`config.mk`:
```
export PLATFORM = sky130hd
export DESIGN_NAME = serial_relational_op
export DESIGN_NICKNAME = d
export VERILOG_FILES = /design/src/rtl/serial_rel_pkg.sv /design/src/rtl/rel_flag_decode.sv /design/src/rtl/serial_relational_op.sv
export SDC_FILE = /design/constraint.sdc
export NUM_CORES = 1
export LEC_CHECK = 0
export ABC_CLOCK_PERIOD_IN_PS = 2000
export CAP_MARGIN = 20
export CORE_MARGIN = 3
export CORE_UTILIZATION = 34
export CTS_BUF_LIST = sky130_fd_sc_hd__clkbuf_4 sky130_fd_sc_hd__clkbuf_8 sky130_fd_sc_hd__clkbuf_16
export DETAILED_ROUTE_END_ITERATION = 8
export GPL_ROUTABILITY_DRIVEN = 0
export PLACE_DENSITY_LB_ADDON = 0.3
export SETUP_SLACK_MARGIN = 0.05
export SYNTH_ARGS = -nofsm -noshare
export SYNTH_HDL_FRONTEND = slang
export SYNTH_HIERARCHICAL = 1
export SYNTH_SLANG_ARGS = --single-unit
```
`constraint.sdc`:
```
create_clock -name clk -period 2 [get_ports clk]
set_input_delay 0.4 -clock clk [delete_from_list [all_inputs] [get_ports clk]]
set_output_delay 0.4 -clock clk [all_outputs]
set_load 0.02 [all_outputs]
```
`src/rtl/serial_rel_pkg.sv`:
```
// Shared types for the bit-serial relational comparator: FSM state encoding
// and the bit positions of the eight relational flags in a packed flag vector.
package serial_rel_pkg;

    typedef enum logic [1:0] {
        IDLE  = 2'd0,
        SHIFT = 2'd1,
        DONE  = 2'd2
    } state_t;

    localparam int NUM_FLAGS = 8;

    // Flag bit positions within a logic [NUM_FLAGS-1:0] vector.
    localparam int FLAG_EQ   = 0;
    localparam int FLAG_NEQ  = 1;
    localparam int FLAG_CEQ  = 2;
    localparam int FLAG_CNEQ = 3;
    localparam int FLAG_LT   = 4;
    localparam int FLAG_GT   = 5;
    localparam int FLAG_LTE  = 6;
    localparam int FLAG_GTE  = 7;

endpackage

```
`src/rtl/rel_flag_decode.sv`:
```
// Combinational mapping of the comparator's sticky decision bits
// (mismatch, a_gt, ce_mis) to the eight relational flag values.
module rel_flag_decode
    import serial_rel_pkg::*;
(
    input  logic                 mismatch,
    input  logic                 a_gt,
    input  logic                 ce_mis,
    output logic [NUM_FLAGS-1:0] flags
);

    logic lt;
    logic gt;

    always_comb begin
        gt = mismatch & a_gt;
        lt = mismatch & ~a_gt;

        flags            = '0;
        flags[FLAG_EQ]   = ~mismatch;
        flags[FLAG_NEQ]  = mismatch;
        flags[FLAG_CEQ]  = ~ce_mis;
        flags[FLAG_CNEQ] = ce_mis;
        flags[FLAG_LT]   = lt;
        flags[FLAG_GT]   = gt;
        flags[FLAG_LTE]  = ~gt;
        flags[FLAG_GTE]  = ~lt;
    end

endmodule

```
`src/rtl/serial_relational_op.sv`:
```
// Bit-serial MSB-first relational comparator with valid/ready bit stream.
// Define SERIAL_REL_SIGNED_CMP_EN for two's-complement operand ordering.
module serial_relational_op
    import serial_rel_pkg::*;
#(
    parameter int WIDTH = 4
) (
    input  logic   clk,
    input  logic   rst_n,
    input  logic   start,
    input  logic   bit_valid,
    input  logic   a_bit,
    input  logic   b_bit,
    output logic   bit_ready,
    output logic   busy,
    output logic   done,
    output logic   eq,
    output logic   neq,
    output logic   ceq,
    output logic   cneq,
    output logic   lt,
    output logic   gt,
    output logic   lte,
    output logic   gte,
    output state_t dbg_state
);

    localparam int CW = $clog2(WIDTH);

    // Handshake: a bit pair is consumed on a rising edge where bit_valid and
    // bit_ready are both high; bit_ready is registered and depends only on
    // state, and the sender must hold a_bit/b_bit stable while bit_valid=1.

    state_t               state;
    logic [CW-1:0]        cnt;
    logic                 mismatch, decided, a_gt, ce_mis;
    logic                 mismatch_n, decided_n, a_gt_n, ce_mis_n;
    logic [NUM_FLAGS-1:0] flag_q;
    logic [NUM_FLAGS-1:0] flag_d;
    logic                 xfer;

    assign xfer = bit_valid && bit_ready;

    // Next sticky values are decoded directly so flags are ready in DONE.
    always_comb begin
        mismatch_n = mismatch;
        decided_n  = decided;
        a_gt_n     = a_gt;
        ce_mis_n   = ce_mis;
        if (xfer) begin
            if (!decided && (a_bit != b_bit)) begin
                decided_n  = 1'b1;
                mismatch_n = 1'b1;
`ifdef SERIAL_REL_SIGNED_CMP_EN
                // Sign bit: a set sign in a means a is the smaller operand.
                a_gt_n = (cnt == CW'(WIDTH - 1)) ? b_bit : a_bit;
`else
                a_gt_n = a_bit;
`endif
            end
            if (a_bit !== b_bit) begin
                ce_mis_n = 1'b1;
            end
        end
    end

    rel_flag_decode u_decode (
        .mismatch (mismatch_n),
        .a_gt     (a_gt_n),
        .ce_mis   (ce_mis_n),
        .flags    (flag_d)
    );

    always_ff @(posedge clk or negedge rst_n) begin
        if (!rst_n) begin
            state     <= IDLE;
            cnt       <= '0;
            mismatch  <= 1'b0;
            decided   <= 1'b0;
            a_gt      <= 1'b0;
            ce_mis    <= 1'b0;
            bit_ready <= 1'b0;
            busy      <= 1'b0;
            done      <= 1'b0;
            flag_q    <= '0;
        end else begin
            done <= 1'b0;
            case (state)
                IDLE: begin
                    if (start) begin
                        state     <= SHIFT;
                        bit_ready <= 1'b1;
                        busy      <= 1'b1;
                        cnt       <= CW'(WIDTH - 1);
                        mismatch  <= 1'b0;
                        decided   <= 1'b0;
                        a_gt      <= 1'b0;
                        ce_mis    <= 1'b0;
                    end
                end
                SHIFT: begin
                    if (xfer) begin
                        cnt      <= cnt - 1'b1;
                        mismatch <= mismatch_n;
                        decided  <= decided_n;
                        a_gt     <= a_gt_n;
                        ce_mis   <= ce_mis_n;
                        if (cnt == '0) begin
                            state     <= DONE;
                            bit_ready <= 1'b0;
                            done      <= 1'b1;
                            flag_q    <= flag_d;
                        end
                    end
                end
                DONE: begin
                    state <= IDLE;
                    busy  <= 1'b0;
                end
                default: begin
                    state     <= IDLE;
                    bit_ready <= 1'b0;
                    busy      <= 1'b0;
                end
            endcase
        end
    end

    assign eq        = flag_q[FLAG_EQ];
    assign neq       = flag_q[FLAG_NEQ];
    assign ceq       = flag_q[FLAG_CEQ];
    assign cneq      = flag_q[FLAG_CNEQ];
    assign lt        = flag_q[FLAG_LT];
    assign gt        = flag_q[FLAG_GT];
    assign lte       = flag_q[FLAG_LTE];
    assign gte       = flag_q[FLAG_GTE];
    assign dbg_state = state;

endmodule

```
==> flow_metrics.py <==
metrics = {
    "placed_design": {
        "numPortBuffers": 18,
        "hpwl_mm": 1.20,
        "detailedPlace.worstSlack_ns": -0.152,
        "dpl_cell_area_um2": 1130,
    },
    "layout": {
        "diodes": 0,
        "finalNetCount": 108,
        "largest_register_ffs": 8,
        "utilization_pct": 49.4,
        "drive_gt1_share_pct": 28.0,
        "max_flop_register": "flag_q",
        "stdcell_area_um2": 1150,
        "synthToLayoutAreaGrowth_pct": 30.0,
    },
    "synth": {
        "synth.top_cell.area_share_pct": 53.5,
        "synth_area_leaders": "dfrtp_1 54%, mux2_2 11%, buf_4 4.2%, nor3_1 2.3%, inv_1 2.1%",
        "synth.top_cells.by_count": "19 x dfrtp_1, 9 x mux2_2, 5 x buf_4, 5 x inv_1, 4 x nor3_1",
        "synth_edf_count": 0,
        "synth_most_common_cell": "dfrtp_1",
        "syn-cell-area_um2": 888,
        "syn_nets": 82,
        "async_flop_share_pct": 100,
        "synth.yosys.seq_area_share_pct": 53.5,
        "synth_seq_cells": 19,
        "yosysWarnings": 6,
        "syn_area_per_cell_um2": 11.8,
        "synth_cell_types": 29,
        "yosys.area.top_type": "dfrtp_1",
        "synth_cells": 75,
        "synth_flop_cell": "dfrtp_1",
    },
    "worst_setup_path": {
        "critical-path-top-delay-family": "buffers and inverters",
        "crit_fanout": 9,
        "max_stage_delay_ns": 0.66,
        "cp.arrival_ns": 1.46,
        "endpoint_kind": "output pin",
        "worstPathRequired_ns": 1.60,
        "crit_type": "reg -> out",
        "slowest_stage": "clkdlybuf4s50_1",
        "worst-path-buf-inv": 1,
        "crit_path_start_kind": "register",
        "crit_path_cell_trace": "clkdlybuf4s50_1",
    },
    "timing": {
        "tns_ns": 0,
        "final_max_slew_viol_count": 0,
        "final.setup.worst_slack_ns": 0.141,
        "skew_ns": 0.00174,
        "rsz0062_at_grt": "false",
        "fin_crit_ns": 1.86,
        "tightest_slew_ns": 0.424,
        "finalSetupViolations": 0,
        "hold_viol": 0,
        "slew_headroom_pct": 71.7,
        "period_share_pct": 93.0,
        "max_freq_ghz": 0.538,
    },
    "die": {
        "dieArea_um2": 3260,
        "core_um2": 2340,
        "die_w_um": 57.1,
        "die-height_um": 57.1,
        "start_util_pct": 38.0,
        "num_io_pins": 19,
        "num_rows": 17,
    },
    "drt": {
        "final_antenna_net_count": 0,
        "drt_wl_total_mm": 1.53,
        "via_per_inst": 4.84,
        "vias": 620,
        "wire_per_inst_um": 11.9,
        "drc": 0,
        "drtIter0Drc": 14,
        "drt_pass1_iterations": 4,
    },
    "clock_tree": {
        "clock_latency_ns": 0.28,
        "cts.htree.levels": 1,
        "numCtsBuffers": 3,
        "clk_pin_slew_ns": 0.10,
        "hold_buffers": 0,
        "cts_sinks": 19,
        "root_buffer": "clkbuf_4",
        "cts_buffer_depth": 2,
        "cts_tree": "done",
    },
    "status": {
        "outcome": "finished clean",
    },
    "worst_hold_path": {
        "hold_path.class": "in -> async",
    },
    "pwr": {
        "ir_drop_mv": 0.583,
        "leakage_nw": 0.545,
        "p_total_mw": 1.60,
        "p_per_area_nw_per_um2": 1380,
    },
    "global_routing": {
        "grt_pass1_vias": 634,
        "grt.total_usage_pct": 10.3,
        "antenna_found_initial": 0,
        "grt_pass1_wl_mm": 2.70,
        "grt-ovfl-total": 0,
        "grt_max_degree": 20,
    },
    "job": {
        "cap_violations": 0,
    },
}
[kinds of logic after synthesis]
logic type | count (synthesis) | synth area share, %
muxes | 10 | 12.5
DFF | 19 | 53.5
and+or+nand+nor | 23 | 16.3
buffers and inverters | 10 | 6.34
AOI/OAI and AO/OA | 11 | 8.87
adders and majority gates | 1 | 1.41
xor gates and xnor gates | 1 | 0.986
[final cells by class]
class | instances | area [um2]
Clock buffer | 3 | 22.5
Clock inverter | 1 | 5.00
Fill cell | 222 | 1180
Inverter | 5 | 18.8
Multi-Input combinational cell | 46 | 357
Sequential cell | 19 | 477
Tap cell | 28 | 35.0
Timing Repair Buffer | 26 | 240
[path summary, 6_finish.rpt]
check	to	cells after the start	from	slack [ns]
setup / recovery	dbg_state[1]	1	dbg_state[1]	0.14
hold / removal	cnt[1]	2	rst_n	0.43
setup reg to reg	flag_q[7]	5	bit_ready	0.26
hold reg to reg	mismatch	1	mismatch	0.49
max in group asynchronous	dbg_state[0]	2	rst_n	1.36
min in group clk	mismatch	1	mismatch	0.49
[routing by layer]
metal	vias up	GRT usage (%)	share of wire [%]
met5	-	0	0
met4	0	4.64	0.85
met3	2	2.94	4.7
met2	12	14.8	47
met1	299	14.3	48
li1	307	-	-
[metrics by stage]
stage / hold slack, ns / cells
3_3_place_gp: 0.459 / 124
2_1_floorplan: 0.104 / 75
3_5_place_dp: 0.470 / 124
6_report: 0.429 / 128
5_1_grt: 0.453 / 128
4_1_cts: 0.432 / 128
[report_power, final]
part           internal [mW]  switching (mW)  total (mW)
logic                  0.417           0.336       0.754
registers              0.546           0.115       0.661
clock network         0.0742           0.110       0.184
[cells in the final DEF (no fill, tap or decap), types with 2 or more instances in the layout]
cell,n
a21o_2,2
a21oi_1,3
and3_1,2
buf_4,8
clkbuf_4,3
clkdlybuf4s50_1,18
dfrtp_1,18
inv_1,5
mux2_2,9
nand2_1,3
nand3_1,2
nor2_1,2
nor3_1,4
nor3b_1,2
[repair_timing]
action / in CTS / in global routing
gates resized for setup: 0 / 1
setup endpoints to repair: 0 / 1
setup buffers: 0 / 0
No activity file was read; power rests on OpenSTA's default activity.
